**src/rtl/led_pattern_pkg.sv**
```systemverilog
// rtl/led_pattern_pkg.sv - shared encodings for the LED pattern engine
// Purpose: mode codes, FSM state encoding (one-hot) and bounce direction.
// Ports: none (package).
package led_pattern_pkg;

   localparam logic [2:0] MODE_ROT_L  = 3'd0;
   localparam logic [2:0] MODE_ROT_R  = 3'd1;
   localparam logic [2:0] MODE_CNT_UP = 3'd2;
   localparam logic [2:0] MODE_CNT_DN = 3'd3;
   localparam logic [2:0] MODE_STATIC = 3'd4;
   localparam logic [2:0] MODE_LFSR   = 3'd5;
   localparam logic [2:0] MODE_BOUNCE = 3'd6;
   localparam logic [2:0] MODE_RSVD   = 3'd7;

   typedef enum logic [2:0] {
      ST_IDLE = 3'b001,
      ST_ARM  = 3'b010,
      ST_RUN  = 3'b100
   } state_t;

   typedef enum logic {
      DIR_LEFT  = 1'b0,
      DIR_RIGHT = 1'b1
   } dir_t;

endpackage

```
**src/rtl/led_period_timer.sv**
```systemverilog
// rtl/led_period_timer.sv - reloadable step-period down-counter
// Purpose: counts down while run is high; zero flags the step cycle.
// Ports:
//   clk, rst_n  - clock, async active-low reset
//   reload      - load max(reload_val,1)-1 (wins over run)
//   reload_val  - period in cycles, 0 treated as 1
//   run         - decrement enable
//   zero        - counter is at 0
module led_period_timer
   import led_pattern_pkg::*;
#(
   parameter int                 TIMER_W      = 24,
   parameter logic [TIMER_W-1:0] RESET_PERIOD = 24'h2625A0
)(
   input  logic               clk,
   input  logic               rst_n,
   input  logic               reload,
   input  logic [TIMER_W-1:0] reload_val,
   input  logic               run,
   output logic               zero
);

   localparam logic [TIMER_W-1:0] ONE = {{(TIMER_W-1){1'b0}}, 1'b1};

   logic [TIMER_W-1:0] count;

   // A period of 0 behaves like 1, so both load a count of 0.
   function automatic logic [TIMER_W-1:0] clamp_m1(input logic [TIMER_W-1:0] p);
      return (p == '0) ? '0 : p - ONE;
   endfunction

   always_ff @(posedge clk or negedge rst_n) begin
      if (!rst_n) begin
         count <= clamp_m1(RESET_PERIOD);
      end else if (reload) begin
         count <= clamp_m1(reload_val);
      end else if (run && count != '0) begin
         count <= count - ONE;
      end
   end

   assign zero = (count == '0);

endmodule

```
**src/rtl/led_pattern_gen.sv**
```systemverilog
// rtl/led_pattern_gen.sv - parametrised multi-mode LED pattern engine
// Purpose: steps an N_LEDS pattern every max(period,1) cycles in one of
//          eight modes, with a synchronous pattern load.
// Ports:
//   CLK_50MHZ, RST - clock, async active-low reset
//   enable         - run when high, freeze when low
//   mode           - pattern mode, sampled at each step
//   period         - step period in cycles (0 treated as 1)
//   load_strobe    - one-cycle load request for load_value
//   load_value     - pattern to load
//   pattern        - current pattern register
//   led_on         - pattern delayed one cycle, 1 = LED lit
//   step_tick      - one-cycle pulse with each new stepped pattern
//   running        - high while in RUN
module led_pattern_gen
   import led_pattern_pkg::*;
#(
   parameter int                 N_LEDS         = 8,
   parameter int                 TIMER_W        = 24,
   parameter logic [TIMER_W-1:0] DEFAULT_PERIOD = 24'h2625A0,
   parameter logic [N_LEDS-1:0]  RESET_PATTERN  = 8'h01,
   parameter logic [N_LEDS-1:0]  LFSR_TAPS      = 8'hB8
)(
   input  logic               CLK_50MHZ,
   input  logic               RST,
   input  logic               enable,
   input  logic [2:0]         mode,
   input  logic [TIMER_W-1:0] period,
   input  logic               load_strobe,
   input  logic [N_LEDS-1:0]  load_value,
   output logic [N_LEDS-1:0]  pattern,
   output logic [N_LEDS-1:0]  led_on,
   output logic               step_tick,
   output logic               running
);

   localparam logic [N_LEDS-1:0] ONE_P = {{(N_LEDS-1){1'b0}}, 1'b1};

   state_t            state, state_nx;
   dir_t              dir;
   logic              tmr_reload, tmr_run, tmr_zero, do_step;
   logic [N_LEDS:0]   step_result;

   // Returns {next_dir, next_pattern}.
   function automatic logic [N_LEDS:0] step_pattern(input logic [N_LEDS-1:0] p,
                                                    input logic [2:0]        m,
                                                    input dir_t              d);
      logic [N_LEDS-1:0] np;
      dir_t              nd;
      dir_t              eff;
      np  = p;
      nd  = d;
      eff = d;
      case (m)
         MODE_ROT_L:  np = {p[N_LEDS-2:0], p[N_LEDS-1]};
         MODE_ROT_R:  np = {p[0], p[N_LEDS-1:1]};
         MODE_CNT_UP: np = p + ONE_P;
         MODE_CNT_DN: np = p - ONE_P;
         MODE_LFSR: begin
            // All-zero is the LFSR lock-up state; reseed with 1.
            if (p == '0)   np = ONE_P;
            else if (p[0]) np = (p >> 1) ^ LFSR_TAPS;
            else           np = p >> 1;
         end
         MODE_BOUNCE: begin
            if (p == '0 || (p & (p - ONE_P)) != '0) begin
               np = ONE_P;
               nd = DIR_LEFT;
            end else begin
               // A lit bit sitting at an end always moves inward, even if
               // dir is stale (e.g. after a load).
               if (p[N_LEDS-1]) eff = DIR_RIGHT;
               else if (p[0])   eff = DIR_LEFT;
               np = (eff == DIR_LEFT) ? (p << 1) : (p >> 1);
               if (np[N_LEDS-1]) nd = DIR_RIGHT;
               else if (np[0])   nd = DIR_LEFT;
               else              nd = eff;
            end
         end
         default: np = p;
      endcase
      return {nd, np};
   endfunction

   assign step_result = step_pattern(pattern, mode, dir);

   led_period_timer #(
      .TIMER_W      (TIMER_W),
      .RESET_PERIOD (DEFAULT_PERIOD)
   ) u_timer (
      .clk        (CLK_50MHZ),
      .rst_n      (RST),
      .reload     (tmr_reload),
      .reload_val (period),
      .run        (tmr_run),
      .zero       (tmr_zero)
   );

   always_comb begin
      state_nx   = state;
      tmr_reload = 1'b0;
      tmr_run    = 1'b0;
      do_step    = 1'b0;
      case (state)
         ST_IDLE: if (enable) state_nx = ST_ARM;
         ST_ARM: begin
            state_nx   = ST_RUN;
            tmr_reload = 1'b1;
         end
         ST_RUN: begin
            if (!enable) begin
               state_nx = ST_IDLE;
            end else begin
               tmr_run = 1'b1;
               // A load restarts the phase and suppresses a coincident step.
               if (load_strobe) begin
                  tmr_reload = 1'b1;
               end else if (tmr_zero) begin
                  do_step    = 1'b1;
                  tmr_reload = 1'b1;
               end
            end
         end
         default: state_nx = ST_IDLE;
      endcase
   end

   always_ff @(posedge CLK_50MHZ or negedge RST) begin
      if (!RST) begin
         state     <= ST_IDLE;
         pattern   <= RESET_PATTERN;
         led_on    <= '0;
         step_tick <= 1'b0;
         running   <= 1'b0;
         dir       <= DIR_LEFT;
      end else begin
         state     <= state_nx;
         running   <= (state_nx == ST_RUN);
         led_on    <= pattern;
         step_tick <= do_step;
         if (load_strobe) begin
            pattern <= load_value;
         end else if (do_step) begin
            pattern <= step_result[N_LEDS-1:0];
            dir     <= dir_t'(step_result[N_LEDS]);
         end
      end
   end

endmodule
```
**config.mk**
```make
export PLATFORM = sky130hd
export DESIGN_NAME = led_pattern_gen
export DESIGN_NICKNAME = d
export VERILOG_FILES = /design/src/rtl/led_pattern_pkg.sv /design/src/rtl/led_period_timer.sv /design/src/rtl/led_pattern_gen.sv
export SDC_FILE = /design/constraint.sdc
export NUM_CORES = 1
export LEC_CHECK = 0
export CAP_MARGIN = 20
export CORE_ASPECT_RATIO = 0.9
export CORE_MARGIN = 2
export CORE_UTILIZATION = 45
export CTS_BUF_LIST = sky130_fd_sc_hd__clkbuf_4 sky130_fd_sc_hd__clkbuf_8
export DETAILED_ROUTE_END_ITERATION = 12
export PLACE_DENSITY_LB_ADDON = 0.12
export SLEW_MARGIN = 25
export SYNTH_ARGS = -nofsm -noshare
export SYNTH_HDL_FRONTEND = slang
export SYNTH_SLANG_ARGS = --single-unit
```
**constraint.sdc**
```tcl
create_clock -name CLK_50MHZ -period 2.8 [get_ports CLK_50MHZ]
set_input_delay 0.42 -clock CLK_50MHZ [delete_from_list [all_inputs] [get_ports CLK_50MHZ]]
set_output_delay 0.42 -clock CLK_50MHZ [all_outputs]
set_load 0.01 [all_outputs]
```
==> flow_metrics.env <==
export IMPL_status="completed"
export IMPL_crit_buf_inv=2
export IMPL_grt_pass1_wl_um=18150
export IMPL_postRouteAntennaNets=0
export IMPL_fin_crit_sh=0.9630
export IMPL_netlist_instances=419
export IMPL_skew_ps=10.11
export IMPL_syn_avg_cell_area_um2=8.732
export IMPL_place_congestion=0.9339
export IMPL_hold_viol=0
export IMPL_core_rowCount=31
export IMPL_path_clk_slew_ps=90
export IMPL_grt_pass1_vias=3513
export IMPL_area_growth_pct=30.81
export IMPL_cts_tree="built"
export IMPL_drc=0
export IMPL_worstMarginPinSlew_ps=671.5
export IMPL_wl_per_cell_um=18.15
export IMPL_drv_cap=0
export IMPL_ys_flop_type="dfrtp_1"
export IMPL_dieWidth_um=99.05
export IMPL_ys_ff_latch=46
export IMPL_fmax_mhz=370.9
export IMPL_end_kind="register"
export IMPL_layout_nets=559
export IMPL_p_per_area_nw_per_um2=566.1
export IMPL_cts_max_level=2
export IMPL_p_leak_uw=0.001765
export IMPL_synth_cell_type_count=66
export IMPL_path_cells="inv_2 > ha_4 > inv_1 > or3_1 > ha_1 > or4_4 > nor4_4 > nand3_4 > o21ba_4 > a211o_1 > a21oi_2"
export IMPL_max_vdd_ir_drop_uv=439.5
export IMPL_core_um2=7951
export IMPL_num_fill_cells=709
export IMPL_clk_latency_ps=300
export IMPL_drt_iter0_markers=213
export IMPL_swShare=0.3770
export IMPL_num_io_pins=57
export IMPL_power_frac_clock=0.187
export IMPL_clock_path_buffers=2
export IMPL_slowest_stage="dfrtp_2"
export IMPL_path_class="reg -> reg"
export IMPL_slew_violations=0
export IMPL_vias_per_cell=5.987
export IMPL_yosysSeqAreaShare=0.3194
export IMPL_period_minus_slack_ps=2696
export IMPL_drive_gt1_frac=0.2098
export IMPL_clock_sinks=46
export IMPL_grt_max_degree=19
export IMPL_die_h_um=89.54
export IMPL_worstPathMaxFanout=6
export IMPL_crit_arrival_ps=2930
export IMPL_antenna_found_initial=0
export IMPL_seqPwrFrac=0.429
export IMPL_hpwl_um=8636
export IMPL_numCtsBuffers=5
export IMPL_p_int_uw=1688
export IMPL_start_util=0.4601
export IMPL_netSwitchingPower_uw=1021
export IMPL_n_antenna_cell=0
export IMPL_clock_root_buffer="clkbuf_8"
export IMPL_setup_viol=0
export IMPL_cp_required_ps=3040
export IMPL_power_frac_comb=0.385
export IMPL_setup_tns_ps=0
export IMPL_syn_area_um2=3659
export IMPL_power_uw=2709
export IMPL_portBuffers=56
export IMPL_yosys_warnings=0
export IMPL_first_pass_iters=5
export IMPL_grt_use_total=0.2591
export IMPL_hp_class="reg -> reg"
export IMPL_overflow=0
export IMPL_routed_wl_um=11050
export IMPL_dieArea_um2=8868
export IMPL_path_delay_family="simple AND/OR/NAND/NOR gates"
export IMPL_maxSlewHeadroom=0.5482
export IMPL_startpoint_type="register"
export IMPL_synth_edff_count=0
export IMPL_async_reset_ff_frac=1.000
export IMPL_synth_nets=469
export IMPL_via_count=3646
export IMPL_cp_slowest_stage_delay_ps=440
export IMPL_final_util=0.6019
[kinds of logic after synthesis]
family                   after synthesis  synth area share
flip-flops                            46            0.3194
buffers and inverters                 37           0.04241
AO/OA/AOI/OAI                        118            0.2360
multiplexers                           6           0.02018
adder cells (fa/ha/maj)               11           0.03762
AND/OR/NAND/NOR                      171            0.2726
XOR/XNOR                              30           0.07182
[cell type report]
cell class	count	area, µm²	area share
Clock buffer	5	68.82	0.01438
Sequential cell	46	1171	0.2447
Clock inverter	3	43.79	0.009150
Timing Repair Buffer	100	900.9	0.1882
Multi-Input combinational cell	336	2397	0.5009
Inverter	20	80.08	0.01673
Tap cell	99	123.9	0.02588
[cell usage after synthesis, types with 7 or more instances]
| cell type | instances | share of area |
|---|---|---|
| a21oi_1 | 22 | 0.030 |
| clkbuf_1 | 11 | 0.011 |
| dfrtp_1 | 32 | 0.22 |
| dfstp_2 | 14 | 0.10 |
| ha_1 | 11 | 0.038 |
| inv_1 | 19 | 0.019 |
| nand2_1 | 41 | 0.042 |
| nand2b_1 | 7 | 0.012 |
| nand3_1 | 18 | 0.025 |
| nor2_1 | 37 | 0.038 |
| nor3_1 | 20 | 0.027 |
| o21ai_0 | 25 | 0.034 |
| o21ai_1 | 7 | 0.0096 |
| xnor2_1 | 20 | 0.048 |
| xor2_1 | 10 | 0.024 |
[power groups by stage]
stage	logic, µW	registers (µW)	clock network (µW)
after floorplan	656	1120	0
after global placement	1010	1160	0
after detailed placement	1030	1170	0
after CTS	1040	1160	518
after global routing	1150	1200	553
final	1040	1160	505
[state kept, by name, summed over array words and instances (netlist names)]
signal / cells
running: 1
step_tick: 1
led_on: 8
state: 3
pattern: 8
u_timer.count: 24
dir: 1
[worst min-delay path, cell delays in order, from the launching register on]
cell and delay [ps]:
dfstp_2 400, o21ai_0 70, nand2_1 50
[layer usage]
layer  GRT usage  vias to the layer above  part of all wire
li1            -                     1741                 -
met1      0.3883                     1749              0.48
met2      0.4029                      148              0.44
met3     0.04144                        8             0.071
met4     0.04110                        0            0.0055
met5           0                        -                 0
[per-stage QoR]
stage,area [µm²],setup WS (ps),hold slack [ps],cells
floorplan,3724,0.07505,124.4,419
global placement,4643,58.64,331.3,599
detailed placement,4643,-5.901,330.7,599
CTS,4775,15.87,516.6,608
global route,4786,-12.43,545.4,609
finish,4786,103.6,515.4,609
[timing repair]
item	in CTS	in global routing
buffers inserted	0	1
pin swaps	0	2
setup endpoints to repair	1	2
resized for setup	2	1
hold buffers	1	0
hold endpoints to repair	7	0
[layout by cell type (no fill, tap or decap), types with 14 or more instances in the layout]
master	Yosys	routed
a21oi_1	22	21
nand2_1	41	41
dfrtp_1	32	30
nor3_1	20	20
nor2_1	37	37
nand3_1	18	17
clkdlybuf4s50_1	0	55
inv_1	19	18
xnor2_1	20	20
buf_4	1	42
o21ai_0	25	25
dfstp_2	14	14
[worst paths after layout]
kind / end / slack, ps / cells after the start / startpoint
max in group asynchronous: u_timer.count[21] / 1630 / 3 / RST
worst min register to register: u_timer.count[10] / 520 / 2 / u_timer.count[10]
worst max register to register: pattern[2] / 100 / 11 / pattern[1]
worst max-delay path: pattern[2] / 100 / 11 / pattern[1]
min in group asynchronous: u_timer.count[11] / 530 / 2 / RST
worst min-delay path: u_timer.count[10] / 520 / 2 / u_timer.count[10]
Power figures use the tool's default switching activity.
